## src/rtl/mvu_pkg.sv

```systemverilog
// Shared types for the MVU bit-serial datapath:
// sequencer state, default sizes and the strobe bundle.
package mvu_pkg;

  localparam int PW_D  = 5;
  localparam int LW_D  = 16;
  localparam int LAT_D = 2;

  typedef enum logic [1:0] {
    IDLE,
    RUN,
    DRAIN,
    DONE
  } shacc_seq_state_t;

  typedef struct packed {
    logic load;
    logic acc;
    logic sh;
  } sa_t;

endpackage

```

## src/rtl/shacc_dly.sv

```systemverilog
// LAT-deep register pipe that aligns the accumulator
// strobes with product arrival; a plain wire when LAT is 0.
module shacc_dly
  import mvu_pkg::*;
#(
  parameter int LAT = LAT_D
) (
  input  logic clk,
  input  logic rst,
  input  sa_t  strb,
  output sa_t  dly
);

  generate
    if (LAT == 0) begin : g_wire
      assign dly = strb;
    end else begin : g_pipe
      sa_t pipe [LAT];

      always_ff @(posedge clk) begin
        if (rst) begin
          for (int i = 0; i < LAT; i++) pipe[i] <= '0;
        end else begin
          pipe[0] <= strb;
          for (int i = 1; i < LAT; i++) pipe[i] <= pipe[i-1];
        end
      end

      assign dly = pipe[LAT-1];
    end
  endgenerate

endmodule

```

## src/rtl/shacc_seq.sv

```systemverilog
// Shifter-accumulator lane sequencer: walks every
// (significance, input bit, word) step and drives strobes.
module shacc_seq
  import mvu_pkg::*;
#(
  parameter int PW  = PW_D,
  parameter int LW  = LW_D,
  parameter int LAT = LAT_D
) (
  input  logic          clk,
  input  logic          rst,
  input  logic          start,
  input  logic [PW-1:0] iprec,
  input  logic [PW-1:0] wprec,
  input  logic [LW-1:0] veclen,
  input  logic          isign,
  input  logic          wsign,
  output logic          busy,
  output logic          start_err,
  output logic          issue_valid,
  output logic [PW-1:0] ibit,
  output logic [PW-1:0] wbit,
  output logic [LW-1:0] vidx,
  output logic          neg,
  output logic          sa_load,
  output logic          sa_acc,
  output logic          sa_sh,
  output logic          out_valid,
  input  logic          out_ready
);

  localparam int SW = PW + 1;

  shacc_seq_state_t state_q, state_d;

  logic [PW-1:0] ip_q, wp_q;
  logic [LW-1:0] vl_q;
  logic          is_q, ws_q;
  logic [SW-1:0] s_q;
  logic [PW-1:0] ib_q;
  logic [LW-1:0] vi_q;
  logic          first_q, lvl_q;
  logic [7:0]    dcnt_q;
  logic          err_q;

  logic          bad, accept, run;
  logic          vlast, ilast, slast, last;
  logic [SW-1:0] lo, s_nx, s0;
  logic [PW-1:0] ib_rl, wb;
  sa_t           iss, sa;

  assign bad    = (iprec == '0) || (wprec == '0)
               || (veclen == '0);
  assign accept = (state_q == IDLE) && start && !bad;
  assign run    = (state_q == RUN);

  // Lowest ibit on this level keeps wbit inside wprec.
  assign lo    = (s_q >= SW'(wp_q) - SW'(1))
               ? s_q - SW'(wp_q) + SW'(1) : '0;
  assign vlast = (vi_q == vl_q - 1'b1);
  assign ilast = ({1'b0, ib_q} == lo);
  assign slast = (s_q == '0);
  assign last  = vlast && ilast && slast;
  assign s_nx  = s_q - SW'(1);
  assign ib_rl = (s_nx < SW'(ip_q) - SW'(1))
               ? PW'(s_nx) : ip_q - 1'b1;
  assign s0    = SW'(iprec) + SW'(wprec) - SW'(2);
  assign wb    = PW'(s_q - {1'b0, ib_q});

  always_ff @(posedge clk) begin
    if (rst) state_q <= IDLE;
    else     state_q <= state_d;
  end

  always_comb begin
    state_d = state_q;
    unique case (state_q)
      IDLE:  if (accept) state_d = RUN;
      RUN:   if (last) state_d = (LAT == 0) ? DONE : DRAIN;
      DRAIN: if (dcnt_q == 8'(LAT - 1)) state_d = DONE;
      DONE:  if (out_ready) state_d = IDLE;
      default: state_d = IDLE;
    endcase
  end

  always_ff @(posedge clk) begin
    if (rst) begin
      ip_q    <= '0;
      wp_q    <= '0;
      vl_q    <= '0;
      is_q    <= 1'b0;
      ws_q    <= 1'b0;
      s_q     <= '0;
      ib_q    <= '0;
      vi_q    <= '0;
      first_q <= 1'b0;
      lvl_q   <= 1'b0;
      dcnt_q  <= '0;
      err_q   <= 1'b0;
    end else begin
      err_q <= (state_q == IDLE) && start && bad;
      if (accept) begin
        ip_q    <= iprec;
        wp_q    <= wprec;
        vl_q    <= veclen;
        is_q    <= isign;
        ws_q    <= wsign;
        s_q     <= s0;
        ib_q    <= iprec - 1'b1;
        vi_q    <= '0;
        first_q <= 1'b1;
        lvl_q   <= 1'b1;
        dcnt_q  <= '0;
      end else if (run) begin
        first_q <= 1'b0;
        if (!vlast) begin
          vi_q  <= vi_q + 1'b1;
          lvl_q <= 1'b0;
        end else begin
          vi_q <= '0;
          if (!ilast) begin
            ib_q  <= ib_q - 1'b1;
            lvl_q <= 1'b0;
          end else if (!slast) begin
            s_q   <= s_nx;
            ib_q  <= ib_rl;
            lvl_q <= 1'b1;
          end
        end
      end else if (state_q == DRAIN) begin
        dcnt_q <= dcnt_q + 8'd1;
      end
    end
  end

  assign iss.load = run && first_q;
  assign iss.acc  = run && !first_q;
  assign iss.sh   = run && !first_q && lvl_q;

  shacc_dly #(.LAT(LAT)) u_dly (
    .clk  (clk),
    .rst  (rst),
    .strb (iss),
    .dly  (sa)
  );

  assign busy        = (state_q != IDLE);
  assign start_err   = err_q;
  assign issue_valid = run;
  assign ibit        = run ? ib_q : '0;
  assign wbit        = run ? wb : '0;
  assign vidx        = run ? vi_q : '0;
  assign neg         = run
    && ((is_q && (ib_q == ip_q - 1'b1))
      ^ (ws_q && (wb == wp_q - 1'b1)));
  assign sa_load     = sa.load;
  assign sa_acc      = sa.acc;
  assign sa_sh       = sa.sh;
  assign out_valid   = (state_q == DONE);

endmodule
```

## config.mk

```make
export PLATFORM = sky130hd
export DESIGN_NAME = shacc_seq
export DESIGN_NICKNAME = d
export VERILOG_FILES = /design/src/rtl/mvu_pkg.sv /design/src/rtl/shacc_dly.sv /design/src/rtl/shacc_seq.sv
export SDC_FILE = /design/constraint.sdc
export NUM_CORES = 1
export LEC_CHECK = 0
export ABC_AREA = 1
export CAP_MARGIN = 40
export CORE_MARGIN = 2
export CORE_UTILIZATION = 50
export CTS_BUF_LIST = sky130_fd_sc_hd__clkbuf_4
export DETAILED_ROUTE_END_ITERATION = 16
export PLACE_DENSITY_LB_ADDON = 0.15
export REMOVE_ABC_BUFFERS = 1
export SLEW_MARGIN = 20
export SYNTH_ARGS = -nofsm -noshare
export SYNTH_HDL_FRONTEND = slang
export SYNTH_SLANG_ARGS = --single-unit
```

## constraint.sdc

```tcl
create_clock -name clk -period 3.55 [get_ports clk]
set_input_delay 0.71 -clock clk [delete_from_list [all_inputs] [get_ports clk]]
set_output_delay 0.71 -clock clk [all_outputs]
set_load 0.01 [all_outputs]
```

* Yosys cells after proc, flatten, opt, wreduce, memory -nomap -nowiden *
Memories as Yosys holds them, arrays and structs flattened.
Index checks and enable logic that the tools add are counted.

word-level totals
  register bits = 68
  bits in latches = 0
  bits in writable memories = 6
  ROM bits = 0
  bits of input ports = 32
  output and inout port bits = 34
  memories kept = 1

memories
  memory             depth  width  read ports  clocked after Yosys merged registers in  write ports  RTL line         text
  u_dly.g_pipe.pipe  2      3      2           0                                        2            shacc_dly.sv:18  sa_t pipe [LAT];

operators by class
  add/subtract/negate cells = 15
  multipliers = 0
  divide/modulo/power cells = 0
  order comparisons = 2
  equality and inequality tests = 15
  shifts and indexed selects = 0
  mux-type cells = 33
  bitwise operators = 4
  reductions and logical operators = 30

operators by type and width
  operator                                            number
  2-to-1 mux 5 bit                                    8
  2-to-1 mux 6 bit                                    6
  2-to-1 mux 16 bit                                   2
  subtractor 5 x 1 -> 5 bit, second input constant    4
  adder 16 x 1 -> 16 bit, second input constant       1
  == test 16 bit                                      1
  logical NOT 16 bit                                  1
  subtractor 16 x 1 -> 16 bit, second input constant  1
  subtractor 5 x 1 -> 6 bit, second input constant    2
  logical AND 1 bit                                   11
  == test 5 bit                                       2
  logical NOT 5 bit                                   2
  2-to-1 mux 1 bit                                    10
  adder 8 x 1 -> 8 bit, second input constant         1
  == test 8 x 1 -> 1 bit, second input constant       1
  2-to-1 mux 2 bit                                    4
  case mux 2 bit (4 select lines)                     1
  AND reduction 4 bit                                 2
  nonzero test 2 bit                                  4
  adder 5 x 5 -> 6 bit                                1
  adder 6 x 1 -> 6 bit, second input constant         1
  == test 5 x 6 -> 1 bit                              1
  greater-or-equal comparator 6 bit                   1
  logical NOT 6 bit                                   1
  21 further kinds                                    30

* Longest topological paths before layout *
  depth after elaboration = 8
  mapped depth = 22
  mapped depth without buffers = 21

* Cells and area by module *
A second synthesis with hierarchy kept.

second synthesis, totals
  cell total of the unflattened synthesis = 875
  area, all modules = 5721.7 um^2

by module, submodules not included
  module     instances  cells each  area an instance (um^2)  seq. area each (um^2)
  shacc_seq  1          854         5534.1                   1361.3
  shacc_dly  1          21          187.7                    120.1

* Worst setup path after synthesis *
No wires, ideal clock.

  path type = register to output
  start point = register s_q[0]
  end point = output neg
  arrival time = 1.959 ns
  setup slack = 0.881 ns
  stages on the path, launching flop included = 12
  buffers on the path = 0
  cells stage by stage = dfxtp_1 > inv_1 > ha_1 > inv_1 > fa_1 > a22oi_1 > o21ai_0 > nor3_1 > nand3_1 > nand2_1 > nand2_1 > nor2_1

on the way
  word-level cells in the longest chain between the ends = 5

RTL lines
  what                    RTL line          text
  start, declared         shacc_seq.sv:39   logic [SW-1:0] s_q;
  start signal, assigned  shacc_seq.sv:125  s_q <= s_nx;
  subtractor 5 bit        shacc_seq.sv:68   assign wb = PW'(s_q - {1'b0, ib_q});
  == test 5 bit           shacc_seq.sv:155  ^ (ws_q && (wb == wp_q - 1'b1)));
  logical AND 1 bit       shacc_seq.sv:155
  XOR 1 bit               shacc_seq.sv:155
  logical AND 1 bit       shacc_seq.sv:154  && ((is_q && (ib_q == ip_q - 1'b1))
  end, declared           shacc_seq.sv:24   output logic neg,

Every way passes these cells.

* Final worst setup path *
Ends and elaborated chain as after synthesis.

==> impl_metrics.yaml <==
clock_network:
  clkTransAtPathRegs_ns: 0.13
  cts_buffer_depth: 2
  cts_sinks: 74
  clock_latency_ns: 0.44
  cts_made_buffers: 9
  cts_tree: "done"
  htreeDepth: 3
  postCtsSetupBuffers: 0
  clockRootBuffer: "clkbuf_4"
pwr:
  leakage_nw: 3.23
  cellPowerDensity_nw_per_um2: 851
  internal-power_w: 0.00281
  vdd_drop_max_mv: 0.552
  pwr-share-seq: 0.209
  switchingPower_w: 0.00294
  p_clk_frac: 0.122
  combPwrFrac: 0.670
  swShare: 0.511
worst_setup_path:
  startpoint_type: "register"
  cp_slowest_stage_delay_ns: 0.45
  slowest_stage: "fa_1"
  path_cells: "inv_2, ha_1, inv_1, fa_1, a22oi_1, o21ai_0, nor3_1, nand3_1, nand2_1, nand2_1, nor2_1, clkbuf_2"
  cp_num_buf_inv: 3
  worst_ep_arrival_time_ns: 2.55
  path_class: "register to output pin"
  crit_family: "adder cells"
  cp_common_cell: "nand2_1"
  cp_max_fo: 6
  required_ns: 2.84
  rrSetupSlack_ns: 0.44
  cp-end-kind: "output pin"
finish:
  multi_input_area_um2: 3670
  n_fill_cell: 1119
  syn_to_final_growth_pct: 17.5
  drive_above_1_share: 0.0714
  final_common_cell: "nand2_1"
  num_antenna_cells: 0
  fin_nets: 1029
  regArea_um2: 1490
  final_cell_mix: "nand2_1, inv_1, nor2_1, nand3_1, dfxtp_1"
  final_util: 0.597
die:
  die_height_um: 111
  row_count: 39
  dieArea_um2: 12400
  die_x_um: 111
  core_area_um2: 11300
  pin_count: 66
  start_util: 0.508
placement:
  gp_congestion: 0.881
  hpwlAfterDp_mm: 11.6
  port-buffer-count: 65
global_route:
  grt_pass1_wl_mm: 25.1
  grt_pass1_vias: 5326
  overflow: 0
  grt_start_max_net_pins: 36
  antenna_found_initial: 0
  grt.total_usage: 0.247
sta:
  fin_crit_ns: 3.26
  finalSetupTns_ns: 0
  timing.final.hold_violations: 0
  fin_crit_sh: 0.917
  finalSetupViolCount: 0
  clock-skew-final_ns: 0.0105
  grt_setup_unrepaired: "false"
  drv_slew: 0
  relSlewSlack: 0.488
  fmax_mhz: 307
  worst_slew_pin_slew_ns: 0.763
route:
  vias_per_cell: 5.08
  drtPass1Iterations: 4
  drc_errors: 0
  vias: 5565
  final_antenna_net_count: 0
  wl_mm: 14.6
  post_drt_wl_per_cell_um: 13.3
  first_iter_violations: 307
worst_hold_path:
  hold_path_class: "register to register"
run_status:
  status: "complete, no violations"
synth:
  syn-instance-count: 883
  synth_cell_types: 43
  ys.flop_type: "dfxtp_1"
  syn_area_um2: 5750
  postSynthAreaPerCell_um2: 6.51
  yosysSeqAreaShare: 0.258
  synth-edff-count: 0
  ys_ff_latch: 74
  ys_async_sr_fraction: 0
  yosysWarnings: 0
flow_run:
  max-cap-violations: 0
cell usage after synthesis, drive strengths merged (4+ instances only):
cell type | number | share of area
nor3 | 10 | 0.0087
nor2 | 114 | 0.084
buf | 11 | 0.012
inv | 133 | 0.087
ha | 47 | 0.10
a21oi | 49 | 0.043
xor2 | 36 | 0.055
o21ai | 50 | 0.045
nor4 | 7 | 0.0076
xnor2 | 18 | 0.027
nand4 | 9 | 0.0098
dfxtp | 74 | 0.26
nand2 | 210 | 0.14
clkbuf | 11 | 0.0074
nor3b | 4 | 0.0052
nand3 | 77 | 0.070
final cells by class:
type | count | share of cell area
Clock buffer | 9 | 0.0100
Clock inverter | 7 | 0.0185
Inverter | 135 | 0.0750
Multi-Input combinational cell | 652 | 0.544
Sequential cell | 74 | 0.220
Tap cell | 143 | 0.0265
Timing Repair Buffer | 75 | 0.107
per-layer routing:
| layer | wire length, um | global-route usage | up-vias |
|---|---|---|---|
| met5 | 0 | 0 | - |
| met2 | 7170 | 0.437 | 98 |
| li1 | - | - | 2935 |
| met1 | 6500 | 0.302 | 2502 |
| met4 | 450 | 0.105 | 0 |
| met3 | 454 | 0.0312 | 30 |
power by group through the flow:
| stage | clock (W) | combinational [W] | sequential (W) |
|---|---|---|---|
| 3_3_place_gp | 0 | 0.00375 | 0.00121 |
| 5_1_grt | 0.000746 | 0.00440 | 0.00123 |
| 4_1_cts | 0.000712 | 0.00380 | 0.00119 |
| 2_1_floorplan | 0 | 0.00286 | 0.00115 |
| 6_report | 0.000700 | 0.00385 | 0.00120 |
| 3_5_place_dp | 0 | 0.00377 | 0.00121 |
worst min-delay path: cells and delay by family, from the launching register on:
family        cells  cell delay, ns
buf+inv           1            0.04
flops             1            0.32
simple gates      1            0.03
what timing repair did:
action,4_1_cts,5_1_grt
setup endpoints to repair,1,1
pin swaps,0,1
hold buffers,0,0
resized for setup,3,8
cloned,0,0
final timing paths:
| check | startpoint | end | depth (start not counted) |
|---|---|---|---|
| hold reg to reg | u_dly.g_pipe.pipe[0][2] | u_dly.g_pipe.pipe[0][5] | 2 |
| hold / removal | u_dly.g_pipe.pipe[0][2] | u_dly.g_pipe.pipe[0][5] | 2 |
| setup reg to reg | s_q[1] | ib_q[2] | 17 |
| setup / recovery | s_q[0] | neg | 12 |
stage by stage:
stage | total power [W] | std cells | instance area [um2] | worst slack [ns] | hold WS [ns]
after CTS | 0.00570 | 1095 | 6740 | 0.0804 | 0.412
after detailed placement | 0.00499 | 1079 | 6550 | 0.218 | 0.394
final | 0.00575 | 1095 | 6760 | 0.295 | 0.410
after global placement | 0.00496 | 1079 | 6550 | 0.263 | 0.390
after global routing | 0.00637 | 1095 | 6760 | 0.0688 | 0.430
after floorplan | 0.00402 | 861 | 5640 | 0.808 | 0.388
logic make-up (layout without fill, tap and decap cells):
| logic type | after synthesis | in the layout | synth area share |
|---|---|---|---|
| flip-flops | 74 | 74 | 0.258 |
| AND/OR/NAND/NOR | 442 | 442 | 0.342 |
| XOR/XNOR | 54 | 54 | 0.0822 |
| adder cells (fa/ha/maj) | 50 | 50 | 0.113 |
| AO/OA/AOI/OAI | 106 | 106 | 0.0981 |
| buffers and inverters | 157 | 226 | 0.107 |
state kept, by name, indices dropped and copies added (netlist names), 2 cells and up:
register and flops:
dcnt_q 8, s_q 6, ib_q 5, u_dly.g_pipe.pipe 6, state_q 2, vi_q 16
vl_q 16, ip_q 5, wp_q 5
No activity file was read; power rests on OpenSTA's default activity.
